<file path="config.mk">
export PLATFORM = sky130hd
export DESIGN_NAME = i2c_slave_tx_ctrl
export DESIGN_NICKNAME = d
export VERILOG_FILES = /design/src/rtl/i2c_slave_tx_ctrl.sv
export SDC_FILE = /design/constraint.sdc
export NUM_CORES = 1
export LEC_CHECK = 0
export BUFFER_PORTS_ARGS = -buffer_cell sky130_fd_sc_hd__buf_2
export CAP_MARGIN = 20
export CELL_PAD_IN_SITES_DETAIL_PLACEMENT = 1
export CELL_PAD_IN_SITES_GLOBAL_PLACEMENT = 2
export CORE_ASPECT_RATIO = 1.2
export CORE_MARGIN = 10
export CORE_UTILIZATION = 30
export CTS_BUF_LIST = sky130_fd_sc_hd__clkbuf_8
export CTS_CLUSTER_DIAMETER = 200
export DETAILED_ROUTE_END_ITERATION = 10
export GPL_TIMING_DRIVEN = 0
export PLACE_DENSITY_LB_ADDON = 0.15
export SLEW_MARGIN = 40
export SYNTH_ARGS = -nofsm -noshare
export SYNTH_HDL_FRONTEND = slang
export SYNTH_SLANG_ARGS = --single-unit
export TNS_END_PERCENT = 50
</file>
<file path="constraint.sdc">
create_clock -name clk -period 1.74 [get_ports clk]
set_clock_uncertainty 0.2 [all_clocks]
set_input_delay 0 -clock clk [delete_from_list [all_inputs] [get_ports clk]]
set_output_delay 0 -clock clk [all_outputs]
set_load 0.05 [all_outputs]
</file>
<file path="src/rtl/i2c_slave_tx_ctrl.sv">
// I2C slave-transmitter sequencer: address reception, address ACK/NACK, byte transmit and master ACK handling.
// Optional macro I2C_EMPTY_ADDR_NACK_EN: NACK a matching read address while the transmit FIFO is empty.
module i2c_slave_tx_ctrl (
   input  logic       clk,
   input  logic       n_rst,
   input  logic       start_found,
   input  logic       stop_found,
   input  logic       scl_rise,
   input  logic       scl_fall,
   input  logic       sda_in,
   input  logic       addr_match,
   input  logic       rw_mode,
   input  logic       tx_fifo_empty,
   output logic [1:0] sda_mode,
   output logic       rx_shift_en,
   output logic       tx_load,
   output logic       tx_shift_en,
   output logic       tx_fifo_pop,
   output logic       busy
);

   typedef enum logic [2:0] {
      IDLE,
      ADDR,
      ADDR_CHK,
      ADDR_ACK,
      ADDR_NACK,
      TX_DATA,
      M_ACK,
      WAIT_STOP
   } state_t;

   localparam logic [1:0] SDA_IDLE = 2'b00;
   localparam logic [1:0] SDA_ACK  = 2'b01;
   localparam logic [1:0] SDA_NACK = 2'b10;
   localparam logic [1:0] SDA_DATA = 2'b11;

   state_t     state_q, state_d;
   logic [2:0] bitCnt_q, bitCnt_d;
   logic       addrFull_q, addrFull_d;
   logic       slotDrive_q, slotDrive_d;
   logic       mAck_q, mAck_d;
   logic [1:0] sdaMode_q, sdaMode_d;
   logic       rxShift_q, rxShift_d;
   logic       txLoad_q, txLoad_d;
   logic       txShift_q, txShift_d;
   logic       busy_q, busy_d;

   // An empty FIFO at a reload point sends a released (all-ones) byte instead of popping.
   logic [1:0] reloadMode;
   logic       reloadPop;

   assign reloadMode = tx_fifo_empty ? SDA_NACK : SDA_DATA;
   assign reloadPop  = ~tx_fifo_empty;

   always_comb begin
      state_d     = state_q;
      bitCnt_d    = bitCnt_q;
      addrFull_d  = addrFull_q;
      slotDrive_d = slotDrive_q;
      mAck_d      = mAck_q;
      sdaMode_d   = sdaMode_q;
      rxShift_d   = 1'b0;
      txLoad_d    = 1'b0;
      txShift_d   = 1'b0;

      if (stop_found) begin
         state_d     = IDLE;
         bitCnt_d    = '0;
         addrFull_d  = 1'b0;
         slotDrive_d = 1'b0;
         sdaMode_d   = SDA_IDLE;
      end else if (start_found) begin
         state_d     = ADDR;
         bitCnt_d    = '0;
         addrFull_d  = 1'b0;
         slotDrive_d = 1'b0;
         sdaMode_d   = SDA_IDLE;
      end else begin
         case (state_q)
            IDLE: begin
               sdaMode_d = SDA_IDLE;
            end

            // The extra cycle after the 8th shift lets the external address compare settle.
            ADDR: begin
               if (addrFull_q) begin
                  addrFull_d = 1'b0;
                  state_d    = ADDR_CHK;
               end else if (scl_rise) begin
                  rxShift_d = 1'b1;
                  bitCnt_d  = bitCnt_q + 3'd1;
                  if (bitCnt_q == 3'd7) begin
                     addrFull_d = 1'b1;
                  end
               end
            end

            ADDR_CHK: begin
               slotDrive_d = 1'b0;
               if (!addr_match) begin
                  state_d   = WAIT_STOP;
                  sdaMode_d = SDA_IDLE;
               end else if (!rw_mode) begin
                  state_d = ADDR_NACK;
`ifdef I2C_EMPTY_ADDR_NACK_EN
               end else if (tx_fifo_empty) begin
                  state_d = ADDR_NACK;
`endif
               end else begin
                  state_d = ADDR_ACK;
               end
            end

            ADDR_ACK: begin
               if (scl_fall) begin
                  if (!slotDrive_q) begin
                     slotDrive_d = 1'b1;
                     sdaMode_d   = SDA_ACK;
                  end else begin
                     slotDrive_d = 1'b0;
                     bitCnt_d    = '0;
                     txLoad_d    = reloadPop;
                     sdaMode_d   = reloadMode;
                     state_d     = TX_DATA;
                  end
               end
            end

            ADDR_NACK: begin
               if (scl_fall) begin
                  if (!slotDrive_q) begin
                     slotDrive_d = 1'b1;
                     sdaMode_d   = SDA_NACK;
                  end else begin
                     slotDrive_d = 1'b0;
                     sdaMode_d   = SDA_IDLE;
                     state_d     = WAIT_STOP;
                  end
               end
            end

            TX_DATA: begin
               if (scl_fall) begin
                  if (bitCnt_q == 3'd7) begin
                     bitCnt_d  = '0;
                     sdaMode_d = SDA_IDLE;
                     mAck_d    = 1'b1;
                     state_d   = M_ACK;
                  end else begin
                     txShift_d = 1'b1;
                     bitCnt_d  = bitCnt_q + 3'd1;
                  end
               end
            end

            // A missing rise before the fall leaves the sample at NACK.
            M_ACK: begin
               if (scl_fall) begin
                  if (!mAck_q) begin
                     bitCnt_d  = '0;
                     txLoad_d  = reloadPop;
                     sdaMode_d = reloadMode;
                     state_d   = TX_DATA;
                  end else begin
                     sdaMode_d = SDA_IDLE;
                     state_d   = WAIT_STOP;
                  end
               end else if (scl_rise) begin
                  mAck_d = sda_in;
               end
            end

            WAIT_STOP: begin
               sdaMode_d = SDA_IDLE;
            end

            default: begin
               state_d   = IDLE;
               sdaMode_d = SDA_IDLE;
            end
         endcase
      end

      busy_d = (state_d != IDLE);
   end

   always_ff @(posedge clk) begin
      if (!n_rst) begin
         state_q     <= IDLE;
         bitCnt_q    <= '0;
         addrFull_q  <= 1'b0;
         slotDrive_q <= 1'b0;
         mAck_q      <= 1'b1;
         sdaMode_q   <= SDA_IDLE;
         rxShift_q   <= 1'b0;
         txLoad_q    <= 1'b0;
         txShift_q   <= 1'b0;
         busy_q      <= 1'b0;
      end else begin
         state_q     <= state_d;
         bitCnt_q    <= bitCnt_d;
         addrFull_q  <= addrFull_d;
         slotDrive_q <= slotDrive_d;
         mAck_q      <= mAck_d;
         sdaMode_q   <= sdaMode_d;
         rxShift_q   <= rxShift_d;
         txLoad_q    <= txLoad_d;
         txShift_q   <= txShift_d;
         busy_q      <= busy_d;
      end
   end

   assign sda_mode    = sdaMode_q;
   assign rx_shift_en = rxShift_q;
   assign tx_load     = txLoad_q;
   assign tx_fifo_pop = txLoad_q;
   assign tx_shift_en = txShift_q;
   assign busy        = busy_q;

endmodule

</file>
=== After elaboration in Yosys (flattened, before gate mapping) ===
Index checks and enable logic that the tools add are counted.
W data, S select, Z words.

* Word-level logic and storage cells: 106
* Input bits: 10
* Bits in registers: 15

* Mux-type cells: 52
* Add/subtract/negate cells: 1
* Reductions and logical operators: 15
* Bitwise gates (word level): 7
* Equal/unequal tests: 21

{| class="wikitable"
|+ Operators with widths
! cell !! number
|-
| $mux W3 || 20
|-
| $ne A2 B2 Y1 const B || 12
|-
| $mux W2 || 10
|-
| $pmux W3 S6 || 1
|-
| $mux W1 || 16
|-
| $eq A3 B3 Y1 const B || 5
|-
| $reduce_and A7 Y1 || 2
|-
| $pmux W2 S6 || 1
|-
| $pmux W3 S4 || 1
|-
| $reduce_or A5 Y1 || 2
|-
| $reduce_and A8 Y1 || 1
|-
| $not A1 Y1 || 7
|-
| $eq A3 B2 Y1 const B || 2
|-
| $pmux W1 S2 || 3
|-
| $reduce_bool A6 Y1 || 1
|-
| $reduce_bool A2 Y1 || 2
|-
| $reduce_bool A4 Y1 || 1
|-
| $reduce_or A2 Y1 || 2
|-
| $add A3 B1 Y3 const B || 1
|-
| $eq A3 B1 Y1 const B || 1
|-
| $logic_not A3 Y1 || 1
|-
| $reduce_bool A3 Y1 || 1
|-
| $reduce_or A3 Y1 || 1
|-
| $ne A2 B1 Y1 const B || 1
|-
| $reduce_and A2 Y1 || 1
|}

=== Longest topological paths before layout ===
Gate-level depths: netlist of run 1.

* Depth after elaboration: 7
* Depth in mapped cells: 6
* Mapped depth without buffers: 6

=== Worst setup path before layout of run 1 ===
OpenSTA, ideal clock, no wires.

* Path kind: register to register
* Start point: reg bitCnt_q[0]
* End point: reg sdaMode_q[0] (netlist: sda_mode[0])
* Setup slack: -0.028 ns
* Arrival time: 1.502 ns
* Stages on the path, launching flop included: 7
* Clock period less this slack: 1.768 ns
* Path buffers: 0
* Path through: dfxtp_1 > ha_1 > ha_1 > nand2_4 > a221o_1 > a211o_1 > a21oi_2

* Cells in the longest elaborated chain, start to end: 3

{| class="wikitable"
|+ Ends and longest elaborated chain
! element !! RTL line !! RTL
|-
| from (decl) || 39 || <nowiki>logic [2:0] bitCnt_q, bitCnt_d;</nowiki>
|-
| from (signal assigned) || 202 || <nowiki>bitCnt_q <= bitCnt_d;</nowiki>
|-
| $eq A3 B3 Y1 || 145 || <nowiki>if (bitCnt_q == 3'd7) begin</nowiki>
|-
| $ne A2 B2 Y1 (no source line) || n/a ||
|-
| $reduce_and A7 Y1 (no source line) || n/a ||
|-
| to (signal assigned) || 206 || <nowiki>sdaMode_q <= sdaMode_d;</nowiki>
|-
| to (decl) || 43 || <nowiki>logic [1:0] sdaMode_q, sdaMode_d;</nowiki>
|}

No other way between the ends.
A chain may end at the register's enable or synchronous reset.

=== Worst setup path after layout of run 1 ===
Same ends and word-level chain as after synthesis.

==> impl_metrics.py, run 1 <==
metrics = {
    "worst_setup_path": {
        "worstPathArrival_ps": 1690,
        "cp.depth": 6,
        "crit_required_ps": 1730,
        "cpPeakStageDelay_ps": 360,
        "start_kind": "flip-flop",
        "critical_path.reg2reg.endpoint": "sda_mode[0]$_SDFFE_PP0P_",
        "path_class": "flip-flop to flip-flop",
        "path_delay_family": "compound AO/OA/AOI/OAI gates",
        "r2r_start": "bitCnt_q[0]$_SDFFE_PP0P_",
        "reg2reg_slack_ps": 40,
        "path_buf_inv": 0,
        "cpMaxStageDelayCell": "dfxtp_2",
        "critPathLaunch": "bitCnt_q[0]$_SDFFE_PP0P_",
        "critical_path.endpoint": "sda_mode[0]$_SDFFE_PP0P_",
        "crit_path_frequent_cell": "ha_4",
        "crit_path_cell_trace": "ha_4 -> ha_4 -> nand2_4 -> a221o_1 -> a211o_1 -> a21oi_2",
        "cp-end-kind": "flip-flop",
        "path_max_fanout": 4,
        "ff2ff_path_depth": 6,
    },
    "cells_and_area": {
        "area_growth_pct": 33.93,
        "n_fill_cell": 391,
        "fin_util_pct": 42.29,
        "final_nets": 164,
        "multi_input_area_sq_um": 620.6,
        "register_area_sq_um": 302.8,
        "final_area_sq_mm": 0.001304,
        "diodes": 0,
        "drive_above_1_share_pct": 29.80,
    },
    "floorplan": {
        "fp.dieArea_sq_mm": 0.005933,
        "pin_count": 17,
        "die_w_microns": 72,
        "initial_core_util_pct": 31.57,
        "rows": 22,
        "die_h_microns": 82.40,
        "core_sq_mm": 0.003083,
    },
    "timing": {
        "setup_viol": 0,
        "fin_ws_ps": 40.80,
        "max_freq_mhz": 588.5,
        "final_hold_viol_count": 0,
        "rsz0062_at_grt": "yes",
        "worst-slew-pin-transition_ps": 391.0,
        "hold_ws_ps": 53.70,
        "min_period_ps": 1699,
        "drv_slew": 0,
        "max-slew-margin-rel_pct": 73.93,
        "fin_crit_sh_pct": 97.66,
    },
    "placement": {
        "gp_congestion": 0.8468,
        "hpwl_mm": 2.202,
        "numPortBuffers": 16,
        "post-place-ws_ps": -105.1,
        "post_dp_cell_area_sq_mm": 0.001111,
    },
    "logic_synthesis": {
        "yosys_warnings": 0,
        "synth_area_leaders": "dfxtp_1 31%, mux2i_1 5.1%, nand2_1 4.2%",
        "synth_edf_count": 0,
        "syn_nets": 131,
        "avgSynthCellArea_sq_um": 8.180,
        "ys_types": 45,
        "ys_seq_area_share_pct": 30.85,
        "ys.flop_type": "dfxtp_1",
        "synth_top_area_share_pct": 30.85,
        "synth_cells": 119,
        "synthesis.area_sq_um": 973.4,
        "yosysMostFrequentCell": "dfxtp_1",
        "yosys-top-cells-count": "15 x dfxtp_1, 11 x nand2_1, 8 x a21oi_1",
        "yosys_register_bits": 15,
        "yosysTopAreaCell": "dfxtp_1",
        "synthArstFlopShare_pct": 0,
    },
    "global_route": {
        "grt_pass1_vias": 1076,
        "grt_pass1_wl_mm": 5.078,
        "grt_usage_pct": 10.39,
        "grt_max_degree": 11,
        "grt_overflow": 0,
        "grt_antenna_before_repair": 0,
    },
    "cts": {
        "cts_root_buffer": "clkbuf_8",
        "cts_tree": "built",
        "htreeDepth": 1,
        "cts_buffers": 3,
        "clk_pin_slew_ps": 60,
        "cts_sinks": 15,
        "clk_path_buf_depth": 2,
        "worstSkewPairLatency_ps": 240,
    },
    "flow_run": {
        "cap_violations": 0,
    },
    "route": {
        "wl_per_cell_microns": 15.67,
        "dr_total_vias": 998,
        "vias_per_cell": 5.337,
        "drtAntennaViolNets": 0,
        "drtPass1Iterations": 4,
        "routed_wirelength_mm": 2.931,
        "drc": 0,
        "first_iter_violations": 24,
    },
    "power_and_ir_drop": {
        "p_per_area_mw_per_mm2": 554.0,
        "vdd_ir_drop_max_mv": 0.4246,
        "total_power_mw": 0.7223,
        "leakage_nw": 0.5526,
    },
    "min_path": {
        "holdPathStages": 4,
        "hp-class": "input pin to flip-flop",
    },
    "run_status": {
        "status": "complete, no violations",
    },
}
-- cell type report --
| type | instances | share of cell area [%] |
|---|---|---|
| Buffer | 11 | 5.662 |
| Timing Repair Buffer | 28 | 14.78 |
| Clock buffer | 3 | 3.167 |
| Multi-Input combinational cell | 87 | 47.60 |
| Tap cell | 36 | 3.455 |
| Inverter | 6 | 1.727 |
| Sequential cell | 15 | 23.22 |
| Clock inverter | 1 | 0.3839 |
-- logic make-up (layout without fill, tap and decap cells) --
family | Yosys count | after routing | share of synthesized area, %
compound gates | 32 | 32 | 22.50
xor+xnor | 1 | 1 | 0.8999
fa+ha+maj | 3 | 3 | 3.599
buf+inv | 17 | 49 | 9.639
flops | 15 | 15 | 30.85
mux | 5 | 5 | 5.142
simple gates | 46 | 46 | 27.38
-- layer usage --
| layer | up-vias | global-route usage (%) | wire (microns) | share of wire, % |
|---|---|---|---|---|
| met5 | - | 0 | 0 | 0 |
| met4 | 0 | 2.907 | 17 | 0.58 |
| met3 | 2 | 2.625 | 121 | 4.1 |
| met2 | 15 | 17.67 | 1417 | 48 |
| met1 | 478 | 12.67 | 1376 | 47 |
| li1 | 503 | - | - | - |
-- tightest hold or removal path: cells and delay by family --
family          cells  cell delay (ps)
buf+inv             2              330
compound gates      1               40
simple gates        1               90
-- registers in the layout (all words and copies together) (netlist names) --
name / count
tx_fifo_pop: 1
sda_mode: 2
mAck_q: 1
slotDrive_q: 1
busy: 1
state_q: 3
addrFull_q: 1
rx_shift_en: 1
bitCnt_q: 3
tx_shift_en: 1
-- how the worst min path moves through the flow --
stage | start | to | slack (ps)
floorplan | tx_fifo_empty | tx_fifo_pop$_SDFF_PP0_ | -120
global placement | tx_fifo_empty | tx_fifo_pop$_SDFF_PP0_ | 7
detailed placement | tx_fifo_empty | tx_fifo_pop$_SDFF_PP0_ | 8
global route | stop_found | sda_mode[0]$_SDFFE_PP0P_ | 80
CTS | stop_found | sda_mode[0]$_SDFFE_PP0P_ | 40
finish | start_found | sda_mode[0]$_SDFFE_PP0P_ | 50
-- report_power, final --
part	switching [mW]	internal [mW]	total, mW
logic	0.0479	0.0414	0.0893
registers	0.00102	0.346	0.347
clock network	0.128	0.158	0.286
-- cells in the final DEF (no fill, tap or decap), types with 2 or more instances in the layout --
cell type / synthesis / final
nand3b_1: 2 / 2
a31oi_1: 3 / 3
mux2i_1: 5 / 5
nor2b_1: 4 / 4
inv_1: 6 / 6
buf_4: 2 / 5
ha_4: 0 / 2
buf_6: 2 / 2
dfxtp_2: 0 / 2
buf_2: 6 / 21
o21ai_0: 5 / 5
and4b_1: 3 / 3
clkbuf_8: 0 / 3
nand2_1: 11 / 11
dfxtp_1: 15 / 13
nand2b_1: 3 / 3
dlygate4sd3_1: 0 / 9
a21oi_1: 8 / 8
nor3_1: 3 / 3
nor2_1: 5 / 5
nand3_1: 6 / 6
-- through the flow --
| step | cells | TNS, ps |
|---|---|---|
| 6_report | 187 | 0 |
| 2_1_floorplan | 119 | 0 |
| 3_3_place_gp | 171 | -152.6 |
| 4_1_cts | 187 | 0 |
| 5_1_grt | 187 | -91.91 |
| 3_5_place_dp | 171 | -290.5 |
-- what timing repair did --
item                                    in CTS  in global routing
pin swaps                                    5                  1
cloned                                       0                  0
buffers inserted                             3                  0
hold endpoints to repair                    12                  0
hold buffers                                 9                  0
endpoints found under the setup margin       6                  7
gates resized for setup                      5                  3
Power figures use the tool's default switching activity.
==> run 2: changes to the inputs <==
CORE_UTILIZATION = 28   (was 30)
CTS_BUF_LIST = unset   (was sky130_fd_sc_hd__clkbuf_8)
==> run 2 against run 1 <==
Effect of this change: first-iteration DRC count grew 96%; global-route usage shrank 0.73 points; critical path depth is the same; die area grew 5.3%; highest routed layer unchanged.
==> impl_metrics.py, run 2 (synthesis results as in run 1) <==
metrics = {
    "run_status": {
        "status": "complete, no violations",
    },
    "global_route": {
        "grt_pass1_vias": 1076,
        "grt_pass1_wl_mm": 4.947,
        "grt_antenna_before_repair": 0,
        "grt_usage_pct": 9.656,
        "grt_max_degree": 11,
        "grt_overflow": 0,
    },
    "floorplan": {
        "rows": 23,
        "die_h_microns": 84.59,
        "core_sq_mm": 0.003338,
        "pin_count": 17,
        "die_w_microns": 73.83,
        "fp.dieArea_sq_mm": 0.006245,
        "initial_core_util_pct": 29.16,
    },
    "timing": {
        "max_freq_mhz": 589.8,
        "fin_crit_sh_pct": 97.45,
        "hold_ws_ps": 60.64,
        "worst-slew-pin-transition_ps": 385.1,
        "drv_slew": 0,
        "min_period_ps": 1696,
        "fin_ws_ps": 44.37,
        "setup_viol": 0,
        "max-slew-margin-rel_pct": 74.33,
        "final_hold_viol_count": 0,
        "fin_tns_setup_ps": 0,
        "rsz0062_at_grt": "yes",
    },
    "cells_and_area": {
        "fin_util_pct": 39.24,
        "final_cell_mix": "21 x buf_2, 13 x dfxtp_1, 11 x nand2_1",
        "n_fill_cell": 394,
        "diodes": 0,
        "final_nets": 163,
        "area_growth_pct": 34.58,
        "drive_above_1_share_pct": 30.67,
        "layout_commonest_cell": "buf_2",
    },
    "worst_setup_path": {
        "cpMaxStageDelayCell": "dfxtp_4",
        "reg2reg_slack_ps": 40,
        "cp-end-kind": "flip-flop",
        "crit_required_ps": 1730,
        "path_class": "flip-flop to flip-flop",
        "crit_path_cell_trace": "ha_4 -> ha_4 -> nand2_4 -> a221o_1 -> a211o_1 -> a21oi_2",
        "cpPeakStageDelay_ps": 360,
        "path_buf_inv": 0,
        "crit_path_frequent_cell": "ha_4",
        "path_max_fanout": 4,
        "worstPathArrival_ps": 1690,
        "path_delay_family": "compound AO/OA/AOI/OAI gates",
        "start_kind": "flip-flop",
    },
    "cts": {
        "clk_pin_slew_ps": 70,
        "cts_tree": "built",
        "htreeDepth": 1,
        "cts_buffers": 3,
        "cts_sinks": 15,
        "clk_path_buf_depth": 2,
        "worstSkewPairLatency_ps": 250,
        "cts_root_buffer": "clkbuf_8",
    },
    "route": {
        "first_iter_violations": 47,
        "vias_per_cell": 5.406,
        "drc": 0,
        "wl_per_cell_microns": 15.89,
        "dr_total_vias": 1011,
        "routed_wirelength_mm": 2.971,
        "drtAntennaViolNets": 0,
        "drtPass1Iterations": 4,
    },
    "min_path": {
        "hp-class": "input pin to flip-flop",
    },
    "power_and_ir_drop": {
        "p_per_area_mw_per_mm2": 560.3,
        "leakage_nw": 0.5498,
        "vdd_ir_drop_max_mv": 0.2549,
    },
    "flow_run": {
        "cap_violations": 0,
    },
    "placement": {
        "numPortBuffers": 16,
        "hpwl_mm": 2.230,
        "post-place-ws_ps": -91.55,
        "gp_congestion": 0.7909,
    },
}
[run 2: cell type report]
type | instances | area, sq um | share of cell area (%)
sequential | 15 | 305.3 | 23.30
inverter | 6 | 22.52 | 1.719
clock buffer | 3 | 41.29 | 3.152
multi-input combinational | 87 | 630.6 | 48.14
buffer | 11 | 73.82 | 5.635
tap | 37 | 46.29 | 3.534
clock inverter | 1 | 5.005 | 0.3820
timing repair buffer | 27 | 185.2 | 14.14
[run 2: path summary, 6_finish.rpt]
kind                       startpoint                        to  cells past startpoint
min                        stop_found  sda_mode[0]$_SDFFE_PP0P_                      4
min reg2reg  sda_mode[1]$_SDFFE_PP0P_  sda_mode[1]$_SDFFE_PP0P_                      2
max reg2reg  bitCnt_q[0]$_SDFFE_PP0P_  sda_mode[0]$_SDFFE_PP0P_                      6
max          bitCnt_q[0]$_SDFFE_PP0P_  sda_mode[0]$_SDFFE_PP0P_                      6
[run 2: where the power goes]
part | internal (mW) | leakage [nW] | total [mW] | switching [mW]
clock | 0.159 | 0.0255 | 0.299 | 0.140
sequential | 0.344 | 0.123 | 0.345 | 0.000972
combinational | 0.0417 | 0.402 | 0.0903 | 0.0486
[run 2: worst reg2reg max path: cells and delay by family (launching register included)]
kind | cells | cell delay, ps
AO/OA/AOI/OAI | 3 | 730
flip-flops | 1 | 360
adder cells (fa/ha/maj) | 2 | 280
AND/OR/NAND/NOR | 1 | 60
[run 2: what timing repair did]
item                                   4_1_cts  5_1_grt
gates cloned                                 0        0
gates resized for setup                      5        6
endpoints found under the hold margin       13        0
setup endpoints to repair                    6        6
setup buffers                                2        0
hold buffers                                 9        0
pin swaps                                    5        2
[run 2: metal layers]
layer	wire [microns]	track usage, %
met1	1337	11.44
met2	1468	16.07
met3	108	2.356
met4	56	3.565
met5	0	0
[run 2: through the flow]
stage | power (mW) | instances | cell area [sq um]
floorplan | 0.3989 | 119 | 985.9
global placement | 0.4262 | 172 | 1112
detailed placement | 0.4270 | 172 | 1112
CTS | 0.7362 | 187 | 1284
global route | 0.7696 | 187 | 1310
finish | 0.7340 | 187 | 1310
